<file path="src/rtl/uart_mul_ctrl_if.sv">
// Handshake bundle between the uart_mul sequencer and its RX, multiplier and TX neighbours.
// The master modport is the sequencer side; slave is the datapath side.
interface uart_mul_ctrl_if;
  logic [7:0]  rx_data_i;
  logic        rx_valid_i;
  logic [7:0]  mul_a_o;
  logic [7:0]  mul_b_o;
  logic        mul_start_o;
  logic        mul_done_i;
  logic [15:0] mul_product_i;
  logic [7:0]  tx_data_o;
  logic        tx_valid_o;
  logic        tx_ready_i;

  modport master (
    input  rx_data_i,
    input  rx_valid_i,
    input  mul_done_i,
    input  mul_product_i,
    input  tx_ready_i,
    output mul_a_o,
    output mul_b_o,
    output mul_start_o,
    output tx_data_o,
    output tx_valid_o
  );

  modport slave (
    output rx_data_i,
    output rx_valid_i,
    output mul_done_i,
    output mul_product_i,
    output tx_ready_i,
    input  mul_a_o,
    input  mul_b_o,
    input  mul_start_o,
    input  tx_data_o,
    input  tx_valid_o
  );
endinterface

</file>
<file path="src/rtl/uart_mul_ctrl.sv">
// Sequencer for the uart_mul datapath: two RX operand bytes, one multiply, two TX product bytes.
// All outputs are registered; a stale first operand is dropped after an inter-byte timeout.
module uart_mul_ctrl #(
  parameter int unsigned ClockFrequency       = 12_000_000,
  parameter int unsigned DesiredBaudRate      = 9_600,
  parameter int unsigned InterByteTimeoutBits = 40,
  parameter bit          ProductMsbFirst      = 1'b1
) (
  input  logic                clk_i,
  input  logic                rst_i,
  uart_mul_ctrl_if.master     bus,
  output logic                busy_o,
  output logic                timeout_o,
  output logic                overrun_o,
  output logic [7:0]          overrun_count_o
);

  localparam int unsigned TimeoutCycles = (ClockFrequency / DesiredBaudRate) * InterByteTimeoutBits;
  localparam int unsigned CntW          = (TimeoutCycles > 2) ? $clog2(TimeoutCycles) : 1;
  localparam logic [CntW-1:0] CntLast   = CntW'(TimeoutCycles - 1);

  typedef enum logic [2:0] {
    IDLE,
    WAIT_B,
    MUL,
    SEND_0,
    SEND_1
  } state_e;

  state_e          state_q, state_d;
  logic [CntW-1:0] cnt_q, cnt_d;
  logic [7:0]      a_q, a_d;
  logic [7:0]      b_q, b_d;
  logic            start_q, start_d;
  logic [15:0]     prod_q, prod_d;
  logic [7:0]      tx_data_q, tx_data_d;
  logic            tx_valid_q, tx_valid_d;
  logic            busy_q, busy_d;
  logic            timeout_q, timeout_d;
  logic            overrun_q, overrun_d;
  logic [7:0]      ovc_q, ovc_d;
  logic            tx_fire;
  logic            rx_dropped;

  assign tx_fire    = tx_valid_q & bus.tx_ready_i;
  assign rx_dropped = bus.rx_valid_i &
                      ((state_q == MUL) || (state_q == SEND_0) || (state_q == SEND_1));

  always_ff @(posedge clk_i) begin
    if (rst_i) begin
      state_q    <= IDLE;
      cnt_q      <= '0;
      a_q        <= '0;
      b_q        <= '0;
      start_q    <= 1'b0;
      prod_q     <= '0;
      tx_data_q  <= '0;
      tx_valid_q <= 1'b0;
      busy_q     <= 1'b0;
      timeout_q  <= 1'b0;
      overrun_q  <= 1'b0;
      ovc_q      <= '0;
    end else begin
      state_q    <= state_d;
      cnt_q      <= cnt_d;
      a_q        <= a_d;
      b_q        <= b_d;
      start_q    <= start_d;
      prod_q     <= prod_d;
      tx_data_q  <= tx_data_d;
      tx_valid_q <= tx_valid_d;
      busy_q     <= busy_d;
      timeout_q  <= timeout_d;
      overrun_q  <= overrun_d;
      ovc_q      <= ovc_d;
    end
  end

  always_comb begin
    state_d    = state_q;
    cnt_d      = cnt_q;
    a_d        = a_q;
    b_d        = b_q;
    start_d    = 1'b0;
    prod_d     = prod_q;
    tx_data_d  = tx_data_q;
    tx_valid_d = tx_valid_q;
    timeout_d  = 1'b0;
    overrun_d  = 1'b0;
    ovc_d      = ovc_q;

    unique case (state_q)
      IDLE: begin
        if (bus.rx_valid_i) begin
          a_d     = bus.rx_data_i;
          cnt_d   = '0;
          state_d = WAIT_B;
        end
      end
      WAIT_B: begin
        // A byte arriving in the expiry cycle is still taken as operand B.
        if (bus.rx_valid_i) begin
          b_d     = bus.rx_data_i;
          start_d = 1'b1;
          state_d = MUL;
        end else if (cnt_q == CntLast) begin
          cnt_d     = '0;
          timeout_d = 1'b1;
          state_d   = IDLE;
        end else begin
          cnt_d = cnt_q + CntW'(1);
        end
      end
      MUL: begin
        if (bus.mul_done_i) begin
          prod_d     = bus.mul_product_i;
          tx_valid_d = 1'b1;
          tx_data_d  = ProductMsbFirst ? bus.mul_product_i[15:8] : bus.mul_product_i[7:0];
          state_d    = SEND_0;
        end
      end
      SEND_0: begin
        if (tx_fire) begin
          tx_data_d = ProductMsbFirst ? prod_q[7:0] : prod_q[15:8];
          state_d   = SEND_1;
        end
      end
      SEND_1: begin
        if (tx_fire) begin
          tx_valid_d = 1'b0;
          state_d    = IDLE;
        end
      end
      default: begin
        state_d = IDLE;
      end
    endcase

    if (rx_dropped) begin
      overrun_d = 1'b1;
      if (ovc_q != '1) begin
        ovc_d = ovc_q + 8'd1;
      end
    end

    busy_d = (state_d != IDLE);
  end

  assign bus.mul_a_o     = a_q;
  assign bus.mul_b_o     = b_q;
  assign bus.mul_start_o = start_q;
  assign bus.tx_data_o   = tx_data_q;
  assign bus.tx_valid_o  = tx_valid_q;
  assign busy_o          = busy_q;
  assign timeout_o       = timeout_q;
  assign overrun_o       = overrun_q;
  assign overrun_count_o = ovc_q;

endmodule

</file>
<file path="src/flat_wrapper.sv">
// flat-port wrapper written by rule: the top's interface ports become plain ports
module uart_mul_ctrl_flat 
#(
  parameter int unsigned ClockFrequency       = 12_000_000,
  parameter int unsigned DesiredBaudRate      = 9_600,
  parameter int unsigned InterByteTimeoutBits = 40,
  parameter bit          ProductMsbFirst      = 1'b1
)
  (clk_i, rst_i, busy_o, timeout_o, overrun_o, overrun_count_o, bus_rx_data_i, bus_rx_valid_i, bus_mul_done_i, bus_mul_product_i, bus_tx_ready_i, bus_mul_a_o, bus_mul_b_o, bus_mul_start_o, bus_tx_data_o, bus_tx_valid_o);
  uart_mul_ctrl_if bus_i ();
  input  logic clk_i;
  input  logic rst_i;
  output logic busy_o;
  output logic timeout_o;
  output logic overrun_o;
  output logic [7:0] overrun_count_o;
  input wire logic [$bits(bus_i.rx_data_i)-1:0] bus_rx_data_i;
  input wire logic [$bits(bus_i.rx_valid_i)-1:0] bus_rx_valid_i;
  input wire logic [$bits(bus_i.mul_done_i)-1:0] bus_mul_done_i;
  input wire logic [$bits(bus_i.mul_product_i)-1:0] bus_mul_product_i;
  input wire logic [$bits(bus_i.tx_ready_i)-1:0] bus_tx_ready_i;
  output wire logic [$bits(bus_i.mul_a_o)-1:0] bus_mul_a_o;
  output wire logic [$bits(bus_i.mul_b_o)-1:0] bus_mul_b_o;
  output wire logic [$bits(bus_i.mul_start_o)-1:0] bus_mul_start_o;
  output wire logic [$bits(bus_i.tx_data_o)-1:0] bus_tx_data_o;
  output wire logic [$bits(bus_i.tx_valid_o)-1:0] bus_tx_valid_o;
  assign bus_i.rx_data_i = bus_rx_data_i;
  assign bus_i.rx_valid_i = bus_rx_valid_i;
  assign bus_i.mul_done_i = bus_mul_done_i;
  assign bus_i.mul_product_i = bus_mul_product_i;
  assign bus_i.tx_ready_i = bus_tx_ready_i;
  assign bus_mul_a_o = bus_i.mul_a_o;
  assign bus_mul_b_o = bus_i.mul_b_o;
  assign bus_mul_start_o = bus_i.mul_start_o;
  assign bus_tx_data_o = bus_i.tx_data_o;
  assign bus_tx_valid_o = bus_i.tx_valid_o;
  uart_mul_ctrl #(.ClockFrequency(ClockFrequency), .DesiredBaudRate(DesiredBaudRate), .InterByteTimeoutBits(InterByteTimeoutBits), .ProductMsbFirst(ProductMsbFirst)) u_core (.clk_i(clk_i), .rst_i(rst_i), .bus(bus_i), .busy_o(busy_o), .timeout_o(timeout_o), .overrun_o(overrun_o), .overrun_count_o(overrun_count_o));
endmodule
</file>
<file path="config.mk">
export PLATFORM = sky130hd
export DESIGN_NAME = uart_mul_ctrl_flat
export DESIGN_NICKNAME = d
export VERILOG_FILES = /design/src/rtl/uart_mul_ctrl_if.sv /design/src/rtl/uart_mul_ctrl.sv /design/src/flat_wrapper.sv
export SDC_FILE = /design/constraint.sdc
export NUM_CORES = 1
export LEC_CHECK = 0
export BUFFER_PORTS_ARGS = -buffer_cell sky130_fd_sc_hd__clkbuf_2
export CAP_MARGIN = 20
export CORE_ASPECT_RATIO = 0.7
export CORE_UTILIZATION = 53
export DETAILED_ROUTE_END_ITERATION = 12
export HOLD_SLACK_MARGIN = 0.1
export PLACE_DENSITY = 0.79
export SLEW_MARGIN = 20
export SYNTH_ARGS = -nofsm -noshare
export SYNTH_HDL_FRONTEND = slang
export SYNTH_SLANG_ARGS = --single-unit
</file>
<file path="constraint.sdc">
create_clock -name clk_i -period 2.2 [get_ports clk_i]
set_input_delay 0.22 -clock clk_i [delete_from_list [all_inputs] [get_ports clk_i]]
set_output_delay 0.22 -clock clk_i [all_outputs]
set_load 0.05 [all_outputs]
</file>
[After elaboration in Yosys (flattened, before gate mapping)]
Index checks and enable logic that the tools add are counted.
Storage, ports and cells
  input bits: 29
  output and inout bits: 37
  flip-flop bits (word level): 64
  logic and storage cells: 64
Cells by class
  equality and inequality tests: 11
  reduce and logical (&&, ||, !) cells: 16
  add/sub/neg operators: 2
  multiplexer cells: 20
  bitwise operators: 3
Operator list (number)
  $mux W16: 3
  $pmux W16 S2: 1
  $mux W3: 6
  $add A16 B1 Y16 const B: 1
  $eq A16 B16 Y1 const B: 1
  $mux W8: 2
  $pmux W8 S2: 1
  $pmux W3 S5: 1
  $reduce_and A3 Y1: 3
  $add A8 B1 Y8 const B: 1
  $ne A8 B8 Y1 const B: 1
  $reduce_and A2 Y1: 4
  $eq A3 B2 Y1 const B: 2
  $ne A2 B2 Y1 const B: 3
  $reduce_bool A2 Y1: 3
  $mux W1: 5
  $ne A2 B1 Y1 const B: 2
  $eq A3 B1 Y1 const B: 1
  $eq A3 B3 Y1 const B: 1
  $logic_not A3 Y1: 1
  $reduce_bool A3 Y1: 1
  $reduce_or A3 Y1: 1
  $and A1 B1 Y1: 2
  $logic_or A1 B1 Y1: 2
  other kinds (3): 3

[Logic depth before layout (Yosys ltp)]
Gate-level depths: netlist of run 1.
  depth in word-level cells: 5
  gate-level depth with buffers: 7
  depth with buffers taken out: 6

[Worst setup path after synthesis of run 1]
No wires, ideal clock.
  kind: reg-to-reg
  start point: register u_core.ovc_q[3], in the netlist u_core.overrun_count_o[3]
  end point: register u_core.ovc_q[7], in the netlist u_core.overrun_count_o[7]
  clock period less this slack: 1841 ps
  setup time: 128 ps
  path buffers: 0
  cell stages (with the launch flop): 6
  path slack: 359 ps
  data arrival time: 1714 ps
  required time: 2072 ps
  cells stage by stage: dfxtp_1 and3_1 nand2_1 or4_1 xor2_1 nor2_1
On the way
  cells in the longest elaborated chain, start to end: 2
RTL lines
  from (decl): RTL line uart_mul_ctrl.sv:41  | logic [7:0] ovc_q, ovc_d;
  from (signal assigned): RTL line uart_mul_ctrl.sv:75  | ovc_q <= ovc_d;
  branches (longest 2 deep; another with $add A8 B1 Y8)
Several ways; the timed one is not identified.
A chain may end at the register's enable or synchronous reset.

[Worst setup path after layout of run 1]
  start point: register u_core.cnt_q[0]
  end point: register u_core.busy_q, in the netlist u_core.busy_o
On the way
  cells in the longest elaborated chain, start to end: 5
RTL lines
  from (decl): RTL line uart_mul_ctrl.sv:31  | logic [CntW-1:0] cnt_q, cnt_d;
  from (signal assigned): RTL line uart_mul_ctrl.sv:65  | cnt_q <= cnt_d;
  $eq A16 B16 Y1: RTL line uart_mul_ctrl.sv:106  | end else if (cnt_q == CntLast) begin
  $mux W3: RTL line uart_mul_ctrl.sv:106
  $mux W3: RTL line uart_mul_ctrl.sv:102  | if (bus.rx_valid_i) begin
  $pmux W3 S5: RTL line uart_mul_ctrl.sv:92  | unique case (state_q)
  $reduce_bool A3 Y1: RTL line uart_mul_ctrl.sv:146  | busy_d = (state_d != IDLE);
  to (signal assigned): RTL line uart_mul_ctrl.sv:72  | busy_q <= busy_d;
  to (decl): RTL line uart_mul_ctrl.sv:38  | logic busy_q, busy_d;
No other way between the ends.

==> results of run 1 <==
## worst max-delay path: stages, from the launching register on
cell and delay (ns):
dfxtp_1 0.40, ha_1 0.22, and4b_1 0.22, and4_1 0.39, nor2_1 0.20, nor4_1 0.37, a21oi_1 0.11
## metrics by stage
stage / util / cells / area [µm²]
floorplan: - / 355 / 2853
global placement: 0.6553 / 480 / 3254
detailed placement: 0.6553 / 480 / 3254
CTS: 0.7153 / 505 / 3552
global route: 0.7173 / 506 / 3562
finish: 0.7173 / 506 / 3562
## sequential cells by signal, indices dropped and copies added (netlist names), 3 cells and up
register and cells:
u_core.bus.mul_b_o 8, u_core.prod_q 8, u_core.state_q 3, u_core.cnt_q 16, u_core.bus.mul_a_o 8, u_core.overrun_count_o 8
u_core.bus.tx_data_o 8
## repair_timing
item,4_1_cts,5_1_grt
hold endpoints to repair,10,1
resized for setup,0,0
hold buffers,9,1
## power by group
group | switching (mW) | total (mW) | leakage (nW) | internal (mW)
Combinational | 0.289 | 0.414 | 0.761 | 0.126
Clock | 0.453 | 1.04 | 0.0948 | 0.585
Sequential | 0.0298 | 1.23 | 0.519 | 1.20
## cell type report
cell class,instances,area share
Clock buffer,12,0.04355
Clock inverter,4,0.01475
Inverter,1,0.001054
Multi-Input combinational cell,270,0.4141
Sequential cell,64,0.3597
Tap cell,69,0.02424
Timing Repair Buffer,86,0.1426
## metal layers
layer,vias to the layer above,track usage,part of all wire
met1,1290,0.3705,0.47
li1,1406,-,-
met2,138,0.3769,0.43
met4,0,0.08929,0.0099
met5,-,0,0
met3,8,0.09567,0.090
## cell usage after synthesis (all sizes together), types with 3 or more instances
cell type,number,area share
nor4,4,0.0088
nor2,30,0.046
xor2,3,0.0092
a31oi,4,0.0088
nand2,75,0.099
o21ai,11,0.019
nor2b,3,0.0066
a211oi,4,0.011
nand3b,4,0.012
or3,3,0.0066
nor3,8,0.014
nand3,24,0.042
and3,4,0.0088
nor3b,5,0.015
a21oi,43,0.075
xnor2,3,0.0092
or4,4,0.011
nand2b,6,0.014
clkbuf,12,0.016
buf,8,0.017
dfxtp,64,0.45
a311oi,10,0.031
## logic make-up after synthesis
family	Yosys count	share of synthesized area
buffers and inverters	21	0.03377
xor gates and xnor gates	6	0.01842
and+or+nand+nor	184	0.3263
AOI/OAI and AO/OA	77	0.1601
DFF	64	0.4491
muxes	1	0.003509
adders and majority gates	2	0.008771
## final timing paths
check,end,slack (ns),depth (start not counted),from
min reg2reg,u_core.bus.mul_b_o[3],0.46,2,u_core.bus.mul_b_o[3]
min,u_core.bus.mul_a_o[7],0.11,3,bus_rx_data_i[7]
max reg2reg,u_core.busy_o,0.16,6,u_core.cnt_q[0]
max,u_core.busy_o,0.16,6,u_core.cnt_q[0]
==> results.txt, run 1 <==
Type of element launching the critical path: a flip-flop. In the synthesized netlist the dominant register cell turns out to be dfxtp_1. The run finished with clean final reports.

Counting the buffers created by CTS gives 9. The number of rows in the core area was 21; the remaining global-route overflow was 0. The number of global-route vias before repair is 2450. The logs give 0.5797 for the worst slew slack as a fraction of its limit and 0 ns for the final setup TNS. In the final layout, the multi-input gates occupy 1475 µm². During I/O placement, the number of pins put on the boundary was 66.

Relative to the synthesized area, the layout overhead comes to 24.87%. The synthesized design contains 64 register bits. The mean area per synthesized cell was 8.036 µm².

Setup violations remaining at the end of the flow were counted as 0. In this run the cell area of the synthesized design comes to 2853 µm². TritonCTS built the clock tree. The critical path arrival was 2.26 ns; the number of antenna violations at the first check in global routing was 0. The sequential cells in the finished layout cover a total of 1281 µm².

The number of pins exceeding their max-slew limit in the final report is 0, and the number of nets in the finished design is 463. In this run the worst path has a maximum fanout of 9. The later pin in the worst-skew pair is clocked with a latency of 0.35 ns. The repair_antennas step left the layout with diodes totalling 0. At the placement stage, the worst setup path has a slack of 0.1868 ns.

At the end of routability-driven placement, the weighted congestion stood at 0.9187. The logs give 0 for the count of unresolved DRC violations after routing and 50 for the distinct cell type count after synthesis. The first global-routing pass estimated 11360 µm of wire. The fraction of synthesis flops using an asynchronous set or reset pin came out at 0. Counting flops with a built-in enable in the synthesized netlist gives 0. The fraction of layout instances using a drive strength above 1 works out to 0.2265. The path class of the lowest-slack min-delay path is in2reg. Before antenna repair, the detailed router went through 5 iterations. Dividing the detail-routed via count by the number of cells gives 5.617. The hold violation total from the final report was 0; the post-route antenna net violation count was 0.

VDD sags by at most 0.5185 mV. The analysis attributes to cell leakage a power of 1.374 nW. The die is 89.69 µm wide.

The tools report the total track usage as 0.2658. The final worst-path cycle share was 0.9264; the worst-case clock buffer depth was 2. After technology mapping, the gate count stands at 355. The starting density of the core is 0.5745, and the power per cell area is 752.4 nW/µm². When the netlist entered floorplanning its net count stood at 386. For this block, the initial DRC count from the detailed router was 207. The core region is 4966 µm².

Total power for the finished layout comes to 2.680 mW. The filler cells instantiated in the layout total 410. Total vias in the final route: 2842. The run gives 490.6 MHz as the achievable frequency. The buffer type at the clock tree root is clkbuf_8. The worst path needs 2.038 ns of the cycle, external delays included.

The clock tree synthesis step divided the H-tree into 3 levels. Setup repair after global routing left no endpoint under its margin. Counting every sink on the clock net gives 64. The die covers 5685 µm². Post-CTS timing repair inserted 0 buffers for setup. Data on the critical path is required at its endpoint by 2.42 ns. Input and output buffers added on the ports amount to 65. In this run the vertical extent of the chip is 63.38 µm. The post-synthesis sequential area ratio came out at 0.4491. After detailed routing, the average wire length per cell comes to 13.76 µm.

The clock transition at the register clock pins on the worst setup and hold paths after CTS was 0.07 ns. The maximum number of pins on one net before global-route repair was 34; the HPWL after detailed placement was 4863 µm. The critical path is of the reg2reg type. The worst setup path is captured at a flip-flop.

For this run, the number of Yosys warnings is 0. For the pin with the worst max-slew slack, the measured transition is 0.6305 ns. For the clock skew after layout, the log shows 0.007770 ns. Smallest hold slack: 0.1083 ns. Leaving out fill and tap cells, the most frequent cell in the layout is nand2_1. The final layout contains routed wiring with a total length of 6965 µm. Leaving out fill and tap cells, the most frequent cells in the layout are nand2_1 (75), clkbuf_2 (65), dfxtp_1 (64).

Setup slack on the critical path of the routed design comes to 0.1618 ns. Across the run, the number of max-cap violations was 0.
Note: power is estimated with default switching activity, not from simulation.
==> run 2: changes to the inputs <==
Settings changed: BUFFER_PORTS_ARGS -buffer_cell sky130_fd_sc_hd__clkbuf_2 to default, CORE_UTILIZATION 53 to 62, DONT_BUFFER_PORTS from default to 1, PLACE_DENSITY 0.79 to 0.78.
==> run 2 against run 1 <==
  * Global-route usage grew 3.4 points
  * Via count shrank 5.3%
  * Worst setup slack gained 0.0039 ns
  * Non-clock buffer count shrank 45
  * Maximum frequency grew 0.19%
==> results.txt, run 2 (synthesis results as in run 1) <==
At the pin with the least slew margin, the transition time is 0.5327 ns. Across the VDD grid, the largest voltage drop is 0.5593 mV. STA classifies the critical path startpoint as a flip-flop. The clock transition at the register clock pins on the worst setup and hold paths after CTS works out to 0.07 ns. The detail route stage leaves a number of antenna-violating nets equal to 0.

Number of rows in the core area: 20. Detailed placement ended at an HPWL of 4569 µm. The congestion estimate from routability-driven global placement came to 0.8926. The worst register-to-register path ends at u_core.busy_o. After the first detailed-routing iteration, the DRC count stood at 203.

The height of the chip was 58.75 µm; the worst slew slack as a fraction of its limit was 0.6444. The worst setup path is captured at a flip-flop. Counting along the longest clock path gives a buffer depth of 2. Path class of the lowest-slack min-delay path: in2reg.

At the end of the flow, the number of nets in the layout was 418. The top cell types in the final layout, fill and taps aside, are nand2_1 (75), dfxtp_1 (64), a21oi_1 (43). The buffer type at the clock tree root is clkbuf_8. The run gives 0.353 as the part of the power in the clock network.

The hold violation total from the final report is 0, and the number of flip-flops under the largest register name is 16. Summed over all layers, the global routing overflow is 0. The fraction of layout instances using a drive strength above 1 works out to 0.1046. The instance area at placement came out at 2942 µm².

The starting density of the core came out at 0.6514. For the data required time of the critical path, the log shows 2.42 ns. The fraction of power spent switching nets works out to 0.3043. The internal power of the cells totals 1.739 mW. For this design the total switching power over the nets is 0.7605 mW.

The minimum clock period after layout was 2.034 ns; the internal reg-to-reg setup slack was 0.17 ns. The number of cell instances on the worst register-to-register path is 6. For this run, design rule violations remaining after detail routing come to 0. The number of antenna violations at the first check in global routing is 0.

Setup repair after global routing left no endpoint under its margin. The synthesis-to-layout area growth was 18.99%. The tools report the achievable frequency as 491.6 MHz.

The run gives 0 as the number of pins exceeding their max-slew limit in the final report. The critical path is of the reg2reg type. Origin of the critical flop-to-flop path: u_core.cnt_q[0]. Setup violations remaining at the end of the flow were counted as 0. In the routed layout, each cell is associated on average with a via count of 6.022. Global-route wire length before repair: 11300 µm. Register bank with the most flops: u_core.cnt_q. Counting instances, the worst hold path has a depth of 2. The most common library cell in the layout ignoring fill and taps is nand2_1.

The power per cell area is 736.2 nW/µm², and the average routed wire per standard cell is 16.13 µm. In this run the most critical hold path is launched from bus_tx_ready_i. During I/O placement, the number of pins put on the boundary was 66. The tools report the clock network latency to the later pin of the worst-skew pair as 0.35 ns. The total leakage power was 1.180 nW. Entering global routing, the biggest net connects 65 pins. Measured along the x axis, the die boundary spans 83.08 µm. For the number of maximum-capacitance constraint violations, the log shows 0. Across the routed clock network, the largest skew measured is 0.006715 ns. Summing over every cut layer, the via total after detailed routing is 2692. The critical-path maximum fanout was 9; the area of the die was 4881 µm². The number of antenna diodes in the final layout is 0. The flow ran to the end, and the final reports show no timing, DRC or antenna violations. After detailed routing, the total wire length is 7208 µm. The number of global-route vias before repair was 2444. Once layout is done, the placed cells without fillers occupy 3395 µm². The region available for standard cell placement spans 4379 µm². The first-pass iteration count of the detailed router came out at 5.

The tools report the depth of the CTS H-tree as 3. At the worst endpoint, the arrival time is 2.26 ns. The final worst-path cycle share came out at 0.9247.

TritonCTS built the clock tree. The relative contribution of sequential cells to total power came out at 0.532. The path with the worst hold slack has its endpoint at u_core.busy_o.

After routing, the total negative slack on setup checks comes to 0 ns. Input and output buffers added on the ports amount to 0. The total track usage is 0.3003.

For this design, the sink count on the clock tree is 64. The logs give 0.115 for the combinational group share of total power and 9 for the number of buffers added by the clock tree synthesis step.
==> run 2: what timing repair did <==
item | CTS | global route
gates resized for setup | 0 | 1
setup buffers | 0 | 0
hold endpoints to repair | 61 | 0
setup endpoints to repair | 0 | 2
hold buffers | 26 | 0
==> run 2: critical path: stages (launching register included) <==
cell     delay [ns]
dfxtp_1        0.39
ha_1           0.23
and4b_1        0.24
and4_1         0.41
nor2_2         0.15
nor4_1         0.36
a21oi_1        0.12
==> run 2: worst max path at each step <==
stage                                      endpoint  slack [ns]                 startpoint
after floorplan           u_core.overrun_count_o[7]        0.36  u_core.overrun_count_o[3]
after global placement                u_core.busy_o        0.29            u_core.cnt_q[0]
after detailed placement              u_core.busy_o        0.16            u_core.cnt_q[0]
after CTS                             u_core.busy_o        0.16            u_core.cnt_q[0]
after global routing                  u_core.busy_o        0.04            u_core.cnt_q[0]
final                                 u_core.busy_o        0.17            u_core.cnt_q[0]
==> run 2: area by class of cell <==
| class | instances | area, µm² |
|---|---|---|
| Clock buffer | 10 | 137.6 |
| Clock inverter | 6 | 35.03 |
| Fill cell | 327 | 984.7 |
| Inverter | 1 | 3.754 |
| Multi-Input combinational cell | 270 | 1478 |
| Sequential cell | 64 | 1281 |
| Tap cell | 55 | 68.82 |
| Timing Repair Buffer | 41 | 390.4 |
==> run 2: power by group through the flow <==
stage / sequential, mW / clock (mW) / combinational (mW)
after floorplan: 1.35 / 0 / 0.188
after CTS: 1.33 / 0.901 / 0.280
after global placement: 1.35 / 0 / 0.213
final: 1.33 / 0.883 / 0.288
after detailed placement: 1.35 / 0 / 0.219
after global routing: 1.33 / 0.950 / 0.314
==> run 2: stage by stage <==
stage	instances	util	hold WS, ns	total power, mW	setup slack, ns
after floorplan	355	-	0.3560	1.541	0.3587
after global placement	405	0.6717	0.2939	1.566	0.2916
after detailed placement	405	0.6717	0.2951	1.573	0.1643
after CTS	447	0.7746	0.1004	2.509	0.1560
after global routing	447	0.7751	0.1114	2.595	0.03999
final	447	0.7751	0.1177	2.499	0.1657
==> run 2: per-layer routing <==
metal  GRT usage  wire (µm)  up-vias
met5           0          0        -
met1      0.3762       3110     1246
li1            -          -     1326
met4     0.09852        119        0
met3      0.1150        562       19
met2      0.4848       3416      101
==> run 3: changes to the inputs <==
==> constraint.sdc (replaced) <==
create_clock -name clk_i -period 2.2 [get_ports clk_i]
set_input_delay 0.11 -clock clk_i [delete_from_list [all_inputs] [get_ports clk_i]]
set_output_delay 0.11 -clock clk_i [all_outputs]
set_load 0.05 [all_outputs]
==> run 3 against run 2 <==
  * Cell count increased by 1.6%
  * Power increased by 0.50%
  * Critical path depth decreased by 1
  * Worst setup slack improved by 0.0026 ns
  * Non-clock buffer count increased by 7
  * Critical endpoint is now u_core.bus.mul_b_o[1]
  * Combinational power increased by 6%
==> results.txt, run 3 (synthesis results as in run 1) <==
The detailed router finished its first iteration with 193 violations. The first detailed-routing pass ran for 4 iterations. The type of element launching the critical path is a flip-flop.

The total overflow left after global routing is 0. The final layout contains routed wiring with a total length of 7477 µm. Global-route met1 utilization: 0.3692.

Setup repair after global routing left no endpoint under its margin. Register bank with the most flops: u_core.cnt_q. Power spread over the standard cell area amounts to 724.7 nW/µm².

The area of the die came out at 4881 µm². Input and output buffers added on the ports amount to 0. The number of cell instances on the worst register-to-register path was 5. The tools report the post-route antenna net violation count as 0. Measured along the x axis, the die boundary spans 83.08 µm. The critical path arrival came out at 2.27 ns.

The worst slew slack as a fraction of its limit is 0.6427, and the met2 track utilization from global routing is 0.4977. For the combinational group share of total power, the log shows 0.121. The H-tree generated during clock tree synthesis spans 3 levels.

Relative to the synthesized area, the layout overhead comes to 21.49%. The diode insertion count for antenna repair is 0. The register with the most flip-flops in the layout has 16 of them. In the final design database the tool counted 425 nets. The number of rows in the core area came out at 20. Leaving out fill and tap cells, the most frequent cell in the layout is nand2_1.

In the final timing run, aggregate negative setup slack is 0 ns. Once placement finished, the instance area stood at 2942 µm². The logs give 0.1164 for the global routing usage on met3 and 0.350 for the part of the power in the clock network. The first global-routing pass estimated 11390 µm of wire. In this run the worst setup path begins at u_core.state_q[2]. The maximum vdd drop was 0.5620 mV; the HPWL after detailed placement was 4569 µm. The library cells used most frequently in the layout, excluding fill and tap cells, are nand2_1 (75), dfxtp_1 (64), a21oi_1 (43). The transition time of the tightest slew-check pin works out to 0.5352 ns.

The post-layout instance area was 3466 µm². In this run the worst hold path is classified as in2reg. Origin of the critical flop-to-flop path: u_core.state_q[2]. The tool flagged a number of max-cap violations equal to 0. The fraction of power spent switching nets is 0.3045. met2 is the most crowded layer.

Between clock sinks in the finished design, the worst skew comes to 0.006921 ns. The critical-path maximum fanout is 12. Detailed routing inserted a total of 2764 vias. The total track usage was 0.3018; the total setup buffers inserted after CTS was 0. The most critical setup path has its endpoint at u_core.bus.mul_b_o[1].

The number of pins exceeding their max-slew limit in the final report was 0. The logs give 492.2 MHz for the achievable frequency and 66 for the maximum number of pins on one net before global-route repair. The analysis attributes to cell leakage a power of 1.220 nW. The final weighted congestion of routability-driven global placement is 0.8926, and the data required time of the critical path is 2.43 ns. The starting density of the core was 0.6514. The worst register-to-register path ends at u_core.bus.mul_b_o[1]. After floorplanning, the core was sized to cover 4379 µm². Dividing the detail-routed via count by the number of cells gives 6.088.

The worst setup path is captured at a flip-flop. Dividing the detail-routed wire length by the instance count gives 16.47 µm. The run gives 0 as the number of antenna violations at the first check in global routing.

The setup check on the worst reg-to-reg path leaves a slack of 0.17 ns. Cell internal power was estimated by the tool at 1.747 mW. After detailed routing, the number of remaining DRC violations is 0. For the switching power summed over all nets, the log shows 0.7647 mW. TritonCTS built the clock tree. The flow ran to the end, and the final reports show no timing, DRC or antenna violations. Clock transition at the register clock pins on the worst setup and hold paths after CTS: 0.07 ns. In this run, CTS created clock tree buffers numbering 9. The root buffer cell chosen for the clock tree is clkbuf_8. The setup path with the least slack is of type reg2reg. The run gives 0 as the hold violation total from the final report. The clock period could shrink to 2.032 ns.

The clock passes through at most 2 buffers. During I/O placement, the number of pins put on the boundary was 66. The die is 58.75 µm tall. The tools report the relative contribution of sequential cells to total power as 0.529. The final worst-path cycle share is 0.9235.

For the number of global-route vias before repair, the log shows 2492. The later pin in the worst-skew pair is clocked with a latency of 0.35 ns. Fraction of layout instances using a drive strength above 1: 0.1053. The final number of setup-violating endpoints is 0. The clock drives 64 sinks.
run 3: cell count changes in the layout (fill, tap and decap cells not counted), sizes merged:
cell | previous run | this run
dlygate4sd3 | 25 | 32
run 3: layer usage:
layer	routed length, µm	vias to the layer above	part of all wire
met2	3522	127	0.47
met4	81	0	0.011
met3	572	11	0.077
li1	-	1342	-
met5	0	-	0
met1	3301	1284	0.44
run 3: power by group through the flow:
stage	Sequential [mW]	Clock, mW	Combinational [mW]
2_1_floorplan	1.35	0	0.188
3_3_place_gp	1.35	0	0.213
3_5_place_dp	1.35	0	0.219
4_1_cts	1.33	0.901	0.292
5_1_grt	1.33	0.952	0.326
6_report	1.33	0.879	0.304
run 3: through the flow:
| step | instances | power, mW | utilization | worst slack [ns] | hold WS (ns) |
|---|---|---|---|---|---|
| floorplan | 355 | 1.541 | - | 0.3587 | 0.2460 |
| global placement | 405 | 1.566 | 0.6717 | 0.2916 | 0.1839 |
| detailed placement | 405 | 1.573 | 0.6717 | 0.1643 | 0.1851 |
| CTS | 454 | 2.521 | 0.7906 | 0.07309 | 0.1228 |
| global route | 454 | 2.609 | 0.7914 | 0.05082 | 0.1714 |
| finish | 454 | 2.512 | 0.7914 | 0.1683 | 0.1560 |
run 3: cell type report:
| cell class | instances | area, µm² |
|---|---|---|
| clock buffers | 10 | 137.6 |
| inverters | 1 | 3.754 |
| clock inverters | 6 | 35.03 |
| flip-flops and latches | 64 | 1281 |
| well taps | 55 | 68.82 |
| multi-input cells | 270 | 1479 |
| fillers | 304 | 913.4 |
| repair buffers | 48 | 460.4 |
run 3: worst min-delay path by stage:
stage,to,startpoint,slack [ns],cells past startpoint
after detailed placement,u_core.cnt_q[7],rst_i,0.19,1
after floorplan,u_core.prod_q[0],bus_mul_product_i[0],0.25,2
after CTS,u_core.prod_q[1],bus_mul_done_i,0.12,3
after global routing,u_core.prod_q[7],bus_mul_done_i,0.17,3
final,u_core.timeout_o,bus_rx_valid_i,0.16,3
after global placement,u_core.cnt_q[5],rst_i,0.18,1
run 3: critical path, stage by stage (launching register included):
cell and delay, ns:
dfxtp_1 0.43, nor2_2 0.32, nand3_1 0.35, nand2_1 0.16, a21oi_1 0.08, dlygate4sd3_1 0.57
run 3: timing repair:
item,4_1_cts,5_1_grt
hold buffers,33,0
hold endpoints to repair,64,0
setup endpoints to repair,0,6
resized for setup,0,2
